===== src/rtl/proc_pkg.sv =====
// Shared opcode and FSM state encodings for the PC/branch resolution logic.
package proc_pkg;

    localparam logic [1:0] OP_SEQ = 2'b00;
    localparam logic [1:0] OP_BEQ = 2'b01;
    localparam logic [1:0] OP_BNE = 2'b10;
    localparam logic [1:0] OP_JMP = 2'b11;

    typedef enum logic [1:0] {
        StIdle   = 2'b00,
        StCmp    = 2'b01,
        StUpdate = 2'b10
    } state_t;

    function automatic logic is_branch(input logic [1:0] op);
        return (op == OP_BEQ) || (op == OP_BNE);
    endfunction

endpackage


===== src/rtl/next_pc_calc.sv =====
// Combinational next-PC arithmetic: sequential, PC-relative branch and region jump.
module next_pc_calc
    import proc_pkg::*;
(
    input  logic [15:0] pc,
    input  logic [1:0]  op,
    input  logic [11:0] imm,
    input  logic        taken,
    output logic [15:0] next_pc
);

    logic [15:0] seq_pc;
    logic [15:0] br_off;

    assign seq_pc = pc + 16'd2;
    // Word offset: sign-extend and scale to bytes.
    assign br_off = {{3{imm[11]}}, imm, 1'b0};

    always_comb begin
        next_pc = seq_pc;
        if (op == OP_JMP) begin
            next_pc = {pc[15:13], imm, 1'b0};
        end else if (is_branch(op) && taken) begin
            next_pc = seq_pc + br_off;
        end
    end

endmodule


===== src/rtl/pc_branch_unit.sv =====
// Program counter with a small FSM that resolves one sequential/branch/jump request at a time.
module pc_branch_unit
    import proc_pkg::*;
#(
    parameter logic [15:0] RESET_PC = 16'h0000
) (
    input  logic        CLK,
    input  logic        rst_n,
    input  logic        start,
    input  logic [1:0]  op,
    input  logic [11:0] imm,
    input  logic        R,
    output logic        cmpeq,
    output logic        cmpne,
    output logic [15:0] pc,
    output logic        busy,
    output logic        done,
    output logic        taken
);

    state_t      state_q, state_d;
    logic [1:0]  op_q;
    logic [11:0] imm_q;
    logic        r_q;
    logic [15:0] pc_q;
    logic        taken_q;
    logic        done_q;
    logic        take;
    logic [15:0] next_pc;

    always_comb begin
        state_d = state_q;
        case (state_q)
            StIdle:   if (start) state_d = is_branch(op) ? StCmp : StUpdate;
            StCmp:    state_d = StUpdate;
            StUpdate: state_d = StIdle;
            default:  state_d = StIdle;
        endcase
    end

    // r_q only matters for branches, and every branch passes through CMP first.
    assign take = (op_q == OP_JMP) || (is_branch(op_q) && r_q);

    next_pc_calc u_next_pc_calc (
        .pc      (pc_q),
        .op      (op_q),
        .imm     (imm_q),
        .taken   (take),
        .next_pc (next_pc)
    );

    always_ff @(posedge CLK or negedge rst_n) begin
        if (!rst_n) begin
            state_q <= StIdle;
            op_q    <= OP_SEQ;
            imm_q   <= '0;
            r_q     <= 1'b0;
            pc_q    <= RESET_PC;
            taken_q <= 1'b0;
            done_q  <= 1'b0;
        end else begin
            state_q <= state_d;
            done_q  <= (state_q == StUpdate);
            if (state_q == StIdle && start) begin
                op_q  <= op;
                imm_q <= imm;
            end
            if (state_q == StCmp) begin
                r_q <= R;
            end
            // The visible taken flag only moves together with pc and done.
            if (state_q == StUpdate) begin
                pc_q    <= next_pc;
                taken_q <= take;
            end
        end
    end

    assign cmpeq = (state_q == StCmp) && (op_q == OP_BEQ);
    assign cmpne = (state_q == StCmp) && (op_q == OP_BNE);
    assign busy  = (state_q != StIdle);
    assign done  = done_q;
    assign pc    = pc_q;
    assign taken = taken_q;

endmodule


===== config.mk =====
export PLATFORM = sky130hd
export DESIGN_NAME = pc_branch_unit
export DESIGN_NICKNAME = d
export VERILOG_FILES = /design/src/rtl/proc_pkg.sv /design/src/rtl/next_pc_calc.sv /design/src/rtl/pc_branch_unit.sv
export SDC_FILE = /design/constraint.sdc
export NUM_CORES = 1
export LEC_CHECK = 0
export CAP_MARGIN = 20
export CORE_UTILIZATION = 30
export DETAILED_ROUTE_END_ITERATION = 8
export GPL_ROUTABILITY_DRIVEN = 0
export MAX_ROUTING_LAYER = met4
export PLACE_DENSITY = 0.57
export SKIP_LAST_GASP = 1
export SLEW_MARGIN = 20
export SYNTH_ARGS = -nofsm -noshare
export SYNTH_HDL_FRONTEND = slang
export SYNTH_SLANG_ARGS = --single-unit

===== constraint.sdc =====
create_clock -name CLK -period 5.87 [get_ports CLK]
set_input_delay 1.174 -clock CLK [delete_from_list [all_inputs] [get_ports CLK]]
set_output_delay 1.174 -clock CLK [all_outputs]
set_load 0.05 [all_outputs]

# Yosys cells after proc, flatten, opt, wreduce, memory -nomap -nowiden
# Cells that the tools add are included.
[classes]
bitwise_logic = 1
reduce_logical = 11
n_eq_ne = 8
addsub = 2
n_mux = 5
[ops]
columns = ["cell", "n"]
rows = [
  ["$add 16x16->16", 1],
  ["$add 16x2->16 const B", 1],
  ["$mux 16", 1],
  ["$mux 13", 1],
  ["$eq 2x2->1 const B", 4],
  ["$eq 2x1->1 const B", 3],
  ["$logic_and 1x1->1", 5],
  ["$mux 2", 2],
  ["$pmux 2 s2", 1],
  ["$logic_or 1x1->1", 3],
  ["$logic_not 2->1", 1],
  ["$ne 2x2->1 const B", 1],
  ["$reduce_and 2->1", 1],
  ["$reduce_bool 2->1", 1],
  ["$not 1->1", 1],
]
[word_totals]
regBits = 35
inputBits = 18
out_inout_bits = 21
word_cells = 35

# Longest topological paths before layout
[depth]
word_depth = 7
mapped_depth = 12
ltp_nobuf = 12

# Hierarchy
# A second synthesis with hierarchy kept.
[unflattened]
cells_unflattened = 293
area_unflattened_um2 = 2852.7
[by_module_without_submodules]
columns = ["mod", "cells_per_inst", "seq_area_each_um2", "area_each_um2", "instances"]
rows = [
  ["pc_branch_unit", 88, 875.8, 1455.1, 1],
  ["next_pc_calc", 205, 0.0, 1397.6, 1],
]

# Worst setup path after synthesis
# OpenSTA, ideal clock, no wires.
[synth_path]
path_kind = "register to register"
from = "register pc_q[3], in the netlist pc[3]"
to = "register pc_q[15], in the netlist pc[15]"
path_stages_with_launch = 12
arrival_time_ns = 3.044
required_time_ns = 5.788
setup_ns = 0.082
path_slack_ns = 2.744
period_less_slack_ns = 3.126
path_cell_list = "dfrtp_1 -> and4_4 -> and2_1 -> and4_1 -> xor2_1 -> ha_1 -> and4_1 -> o21ai_1 -> o21ai_0 -> or4_4 -> o211ai_2 -> xor2_1"
[synth_via]
elab_chain_len = 3
[synth_rtl]
columns = ["element", "line", "rtl"]
rows = [
  ["from (decl)", "pc_branch_unit.sv:25", "logic [15:0] pc_q;"],
  ["from (signal assigned)", "pc_branch_unit.sv:73", "pc_q <= next_pc;"],
  ["$add 16x2->16 (*)", "next_pc_calc.sv:15", "assign seq_pc = pc + 16'd2;"],
  ["$add 16x16->16", "next_pc_calc.sv:24", "next_pc = seq_pc + br_off;"],
  ["$mux 16 (*)", "next_pc_calc.sv:23", "end else if (is_branch(op) && taken) begin"],
]
# Every way passes the cells marked *; elsewhere a longest branch is shown, timed or not.
# A chain may end at the register's enable or synchronous reset.

# Worst setup path in the final report
# Same ends and word-level chain as after synthesis.

==> metrics.yaml <==
power:
  internal_power_mw: 0.884
  finalPower_mw: 1.81
  clockPowerShare_pct: 10.1
  p_leak_nw: 1.29
  switching_share_pct: 51.1
  p_per_area_nw_per_um2: 585
  power_switching_mw: 0.925
  combPwrFrac_pct: 65.9
  peakVddDrop_v: 0.000186
  power_frac_seq_pct: 23.9
critical_path:
  crit_path_top_delay_cell: "or4_4"
  critPathMaxFanout: 7
  worst-path-buf-inv: 0
  cp-end-kind: "flip-flop"
  path_class: "flip-flop to flip-flop"
  required_ns: 6.09
  cp-start-kind: "flip-flop"
  cpLargestDelayFamily: "simple AND/OR/NAND/NOR gates"
  cpPeakStageDelay_ns: 0.55
  path_cells: "and4_4 -> and2_1 -> and4_1 -> xor2_1 -> ha_1 -> and4_1 -> o21ai_1 -> o21ai_0 -> or4_4 -> o211ai_2 -> xor2_1"
  critPathArrivalTime_ns: 3.27
yosys:
  netlist_instances: 278
  ys_types: 50
  synth_fp_nets: 318
  ys_warn_count: 0
  synth-edff-count: 0
  synthArstFlopShare_pct: 100
  synth_ff_type: "dfrtp_1"
  synth_area_um2: 2550
  synth-seq-cells: 34
  synth.avg_cell_area_um2: 9.17
  yosysSeqAreaShare_pct: 33.4
cts:
  cts_sinks: 34
  root_buffer: "clkbuf_8"
  cts_max_level: 2
  cts_made_buffers: 5
  postCtsSetupBuffers: 0
  cts_tree: "yes"
  post_cts_resized: 0
  clkTransAtPathRegs_ns: 0.08
  cts.path.max_buffers: 2
  clk_latency_ns: 0.29
  ctsHoldBuffers: 0
global_route:
  antenna_found_initial: 0
  grt_start_max_net_pins: 35
  grt_pass1_wl_mm: 11.1
  overflow: 0
  first_global_vias: 2151
  gr-usage-all-layers_pct: 16.8
final_layout:
  diodes: 0
  drive_gt1_share_pct: 8.86
  nets: 355
  design_area_um2: 3090
  syn2layout_area_growth_pct: 21.3
detailed_routing:
  firstDrtPassIters: 4
  routed_wl_mm: 6.71
  first_iter_violations: 156
  drcViolationCount: 0
  ant_nets: 0
  route.vias.total: 2206
  viasPerCell: 5.24
  routedWlPerCell_um: 15.9
timing:
  setup-violations-final: 0
  fin_ws_ns: 2.82
  drv_slew: 0
  post-route-period-util_pct: 52.0
  clock.fmax_mhz: 327
  fin_crit_ns: 3.05
  hold_violations: 0
  tightest_slew_ns: 0.888
  clock-skew-final_ns: 0.00899
  rsz0062_at_grt: "no"
  slew_headroom_pct: 40.7
  setup-tns-final_ns: 0
placement:
  dpl-instance-area_um2: 3000
  hpwlAfterDp_mm: 4.97
  pre_cts_ws_ns: 2.84
  port_buffers: 37
status:
  status: "finished clean"
floorplanning:
  coreArea_um2: 8220
  die_w_um: 94.2
  initial_utilization_pct: 31.0
  rows: 33
  io_pins: 39
  die_h_um: 94.2
  die-area_um2: 8870
hold_path:
  hp-class: "flip-flop to flip-flop"
run:
  max-cap-violations: 0
worst reg2reg max path, delay by kind of cell (launching register included):
kind                       cells  cell delay [ns]
AOI/OAI and AO/OA              3             0.33
xor gates and xnor gates       2             0.35
adders and majority gates      1             0.32
DFF                            1             0.46
and+or+nand+nor                5             1.55
flip-flops by register name (all words and copies together) (netlist names):
signal	count
imm_q	12
done	1
state_q	2
pc	15
op_q	2
r_q	1
taken	1
synthesized netlist by cell type (all sizes together) (7+ instances only):
master / instances / share of area, %
xnor2: 18 / 6.2
a21oi: 26 / 5.1
ha: 21 / 10
dfrtp: 34 / 33
inv: 7 / 1.0
xor2: 8 / 2.7
nand3: 11 / 2.2
mux2: 13 / 5.7
nand2: 29 / 4.3
nor2: 15 / 2.8
o21ai: 23 / 4.5
placed cells by master (no fill, tap or decap), types with 7 or more instances in the layout:
cell and instances:
a21oi_1 26, clkdlybuf4s50_1 36, dfrtp_1 34, ha_1 21, inv_1 7, mux2_2 7, nand2_1 29, nand3_1 11
nor2_1 14, o21ai_0 21, xnor2_1 18, xor2_1 8
worst paths after layout:
check / from / endpoint / slack, ns / cells past startpoint
setup / recovery: pc[3] / pc[15] / 2.82 / 11
hold / removal: state_q[1] / state_q[1] / 0.47 / 1
setup reg to reg: pc[3] / pc[15] / 2.82 / 11
hold reg to reg: state_q[1] / state_q[1] / 0.47 / 1
max in group asynchronous: rst_n / pc[12] / 4.38 / 1
min in group asynchronous: rst_n / imm_q[2] / 0.96 / 1
kinds of logic (layout without fill, tap and decap cells):
logic type / count (synthesis) / after routing / synth area share (%)
and+or+nand+nor: 85 / 85 / 17.5
muxes: 13 / 13 / 5.74
DFF: 34 / 34 / 33.4
xor gates and xnor gates: 26 / 26 / 8.93
adders and majority gates: 22 / 22 / 11.1
AOI/OAI and AO/OA: 81 / 81 / 19.7
buffers and inverters: 16 / 54 / 3.44
other: 1 / 1 / 0.147
final cells by class:
class | count | area [um2]
Fill cell | 860 | 5130
Clock buffer | 7 | 86.3
Sequential cell | 34 | 851
Tap cell | 105 | 131
Multi-Input combinational cell | 228 | 1610
Inverter | 7 | 26.3
Timing Repair Buffer | 39 | 380
Clock inverter | 1 | 5.00
power groups by stage:
stage	Sequential (mW)	Clock (mW)	Combinational [mW]
6_report	0.433	0.183	1.19
5_1_grt	0.446	0.200	1.32
4_1_cts	0.430	0.191	1.19
3_5_place_dp	0.434	0	1.18
3_3_place_gp	0.432	0	1.17
2_1_floorplan	0.585	0	0.725
stage by stage:
stage | util (%) | hold slack [ns] | cells
detailed placement | 36.5 | 0.468 | 413
global route | 37.6 | 0.499 | 421
floorplan | - | 0.440 | 278
CTS | 37.6 | 0.479 | 421
finish | 37.6 | 0.472 | 421
global placement | 36.5 | 0.461 | 413
per-layer routing:
| metal | GRT usage [%] | wire [um] | share of wire [%] | up-vias |
|---|---|---|---|---|
| met1 | 21.7 | 3170 | 47 | 1061 |
| li1 | - | - | - | 1079 |
| met3 | 3.24 | 323 | 4.8 | 9 |
| met5 | - | 0 | 0 | - |
| met2 | 27.1 | 3140 | 47 | 57 |
| met4 | 3.85 | 82 | 1.2 | 0 |
(Power assumes the default switching activity.)
==> RTL edit, RTL diff (same settings) <==
Reset style: synchronous (`rst_n`), changed in one clocked block.
--- a/src/rtl/pc_branch_unit.sv
+++ b/src/rtl/pc_branch_unit.sv
@@ -49,7 +49,7 @@
         .next_pc (next_pc)
     );
 
-    always_ff @(posedge CLK or negedge rst_n) begin
+    always_ff @(posedge CLK) begin
         if (!rst_n) begin
             state_q <= StIdle;
             op_q    <= OP_SEQ;
Behaviour: differs if rst_n is asserted again (counterexample within 4 cycles, from zero or initial values and one cycle with rst_n low); with rst_n held inactive, the same outputs for 10 cycles.
==> RTL edit against the original RTL <==
Wire length barely moved. Setup slack got worse by 0.13 ns. Non-clock buffer count is the same. Sequential share of layout area fell by 5.3 points. Sequential cell count unchanged. Hold slack better by 0.011 ns. Final area fell by 0.81%. Utilization is 0.12 points lower. Synthesized area is 0.59% lower. Global-route usage up 0.17 points. Clock skew down 0.0026 ns.
Power is left out: it rests on default switching activity, and per cell area and clock period it moved more than threefold.
==> RTL edit: results (changes against the original RTL) <==
Cells and area:
- The fraction of final layout cells with drive strength greater than 1 is 0.0462 (was 0.0886).
- The register cell area after layout is 681 um2 (was 851 um2).
- The final net count is 387 (was 355).
- The number of inserted filler cells in the final layout came to 871 (was 860).

Critical path:
- The setup slack on the worst flop-to-flop path is 2.69 ns (was 2.82 ns).
- The endpoint of the worst-slack reg-to-reg timing path is pc[15] (unchanged).
- The count of cells along the worst register-to-register path is 12 (was 11).
- The source of the critical timing path is pc[7] (was pc[3]).

Yosys:
- The most instantiated flip-flop cell in the synthesis netlist was sky130_fd_sc_hd__dfxtp_1 (was sky130_fd_sc_hd__dfrtp_1).
- The proportion of synthesized chip area in sequential cells is 0.269 (was 0.334).
- The number of nets in the synthesized netlist was 358 (was 318).
- The distinct cell type count of the synthesized netlist came to 52 (was 50).
- The synthesis warning total was 0 (unchanged).
- Cells taking the most area after synthesis: sky130_fd_sc_hd__dfxtp_1 (27%), sky130_fd_sc_hd__ha_1 (10%), sky130_fd_sc_hd__nand2_1 (6.4%), sky130_fd_sc_hd__xnor2_1 (5.2%), sky130_fd_sc_hd__a21boi_0 (4.1%) (was sky130_fd_sc_hd__dfrtp_1 (33%), sky130_fd_sc_hd__ha_1 (10%), sky130_fd_sc_hd__xnor2_1 (6.2%), sky130_fd_sc_hd__a21oi_1 (5.1%), sky130_fd_sc_hd__nand2_1 (4.3%)).

Route:
- The average wire per cell in the routed design is 14.9 um (was 15.9 um).
- The number of design-rule violations left by the first detailed-router iteration was 94 (was 156).
- The via-per-instance ratio is 5.13 (was 5.24).

GRT:
- The first-pass GRT wire length is 11,100 um (unchanged).
- The via count of the first global-routing pass is 2,236 (was 2,151).
- The overall track demand over capacity in global routing was 0.170 (was 0.168).
- The maximum number of pins on one net before global-route repair is 38 (was 35).

Timing:
- The setup clock skew after layout is 0.00636 ns (was 0.00899 ns).
- The transition time at the pin with the least slew margin is 0.959 ns (was 0.888 ns).

Place:
- The post-detailed-placement cell area is 2980 um2 (was 3000 um2).

Hold path:
- The worst hold path cell count is 2 (was 1).

Run status:
- Result of the run: finished clean (unchanged).
-- RTL edit: changes by cell type after synthesis, moves of 7 or more --
cell                       unedited run  this run
sky130_fd_sc_hd__mux2_2               7         0
sky130_fd_sc_hd__clkbuf_1             4        15
sky130_fd_sc_hd__dfrtp_1             34         0
sky130_fd_sc_hd__nand2_1             29        43
sky130_fd_sc_hd__dfxtp_1              0        34
sky130_fd_sc_hd__a21boi_0             0        14
sky130_fd_sc_hd__nor2_1              14        23
sky130_fd_sc_hd__o21ai_0             21        11
sky130_fd_sc_hd__a21oi_1             26        19
-- RTL edit: area by class of cell --
class	instances	area share
multi-input cells	259	0.573
clock buffers	6	0.0269
flip-flops and latches	34	0.222
repair buffers	39	0.126
inverters	8	0.00980
well taps	105	0.0429
-- RTL edit: worst max-delay path by stage --
stage          endpoint  slack, ns
2_1_floorplan    pc[15]       2.59
3_3_place_gp     pc[15]       2.69
3_5_place_dp     pc[15]       2.71
4_1_cts          pc[15]       2.70
5_1_grt          pc[15]       2.55
6_report         pc[15]       2.69
-- RTL edit: critical path: stages, from the launching register on --
cell	delay [ns]
sky130_fd_sc_hd__dfxtp_1	0.46
sky130_fd_sc_hd__and4_1	0.30
sky130_fd_sc_hd__and3_1	0.19
sky130_fd_sc_hd__nand3_1	0.10
sky130_fd_sc_hd__xnor2_1	0.27
sky130_fd_sc_hd__ha_1	0.32
sky130_fd_sc_hd__a21o_1	0.19
sky130_fd_sc_hd__a21oi_1	0.25
sky130_fd_sc_hd__xnor2_2	0.08
sky130_fd_sc_hd__and4_4	0.20
sky130_fd_sc_hd__or3_4	0.38
sky130_fd_sc_hd__and3_1	0.17
sky130_fd_sc_hd__o21a_1	0.17
-- RTL edit: kinds of logic (layout without fill, tap and decap cells) --
family                     count (synthesis)  count (layout)  share of synthesized area
AOI/OAI and AO/OA                         84              84                      0.227
xor gates and xnor gates                  25              25                     0.0894
adders and majority gates                 22              22                      0.112
buffers and inverters                     25              53                     0.0385
DFF                                       34              34                      0.269
muxes                                      5               5                     0.0198
other                                      1               1                    0.00148
and+or+nand+nor                          122             122                      0.244
-- RTL edit: per-layer routing --
| layer | up-vias | track usage | part of all wire |
|---|---|---|---|
| met5 | - | - | 0 |
| met4 | 0 | 0.0718 | 0.017 |
| met3 | 9 | 0.0299 | 0.043 |
| met2 | 58 | 0.258 | 0.43 |
| met1 | 1057 | 0.220 | 0.51 |
| li1 | 1188 | - | - |
-- RTL edit: stage by stage --
| stage | std cells | worst slack, ns |
|---|---|---|
| 3_5_place_dp | 445 | 2.71 |
| 2_1_floorplan | 318 | 2.59 |
| 6_report | 451 | 2.69 |
| 3_3_place_gp | 445 | 2.69 |
| 5_1_grt | 451 | 2.55 |
| 4_1_cts | 451 | 2.70 |
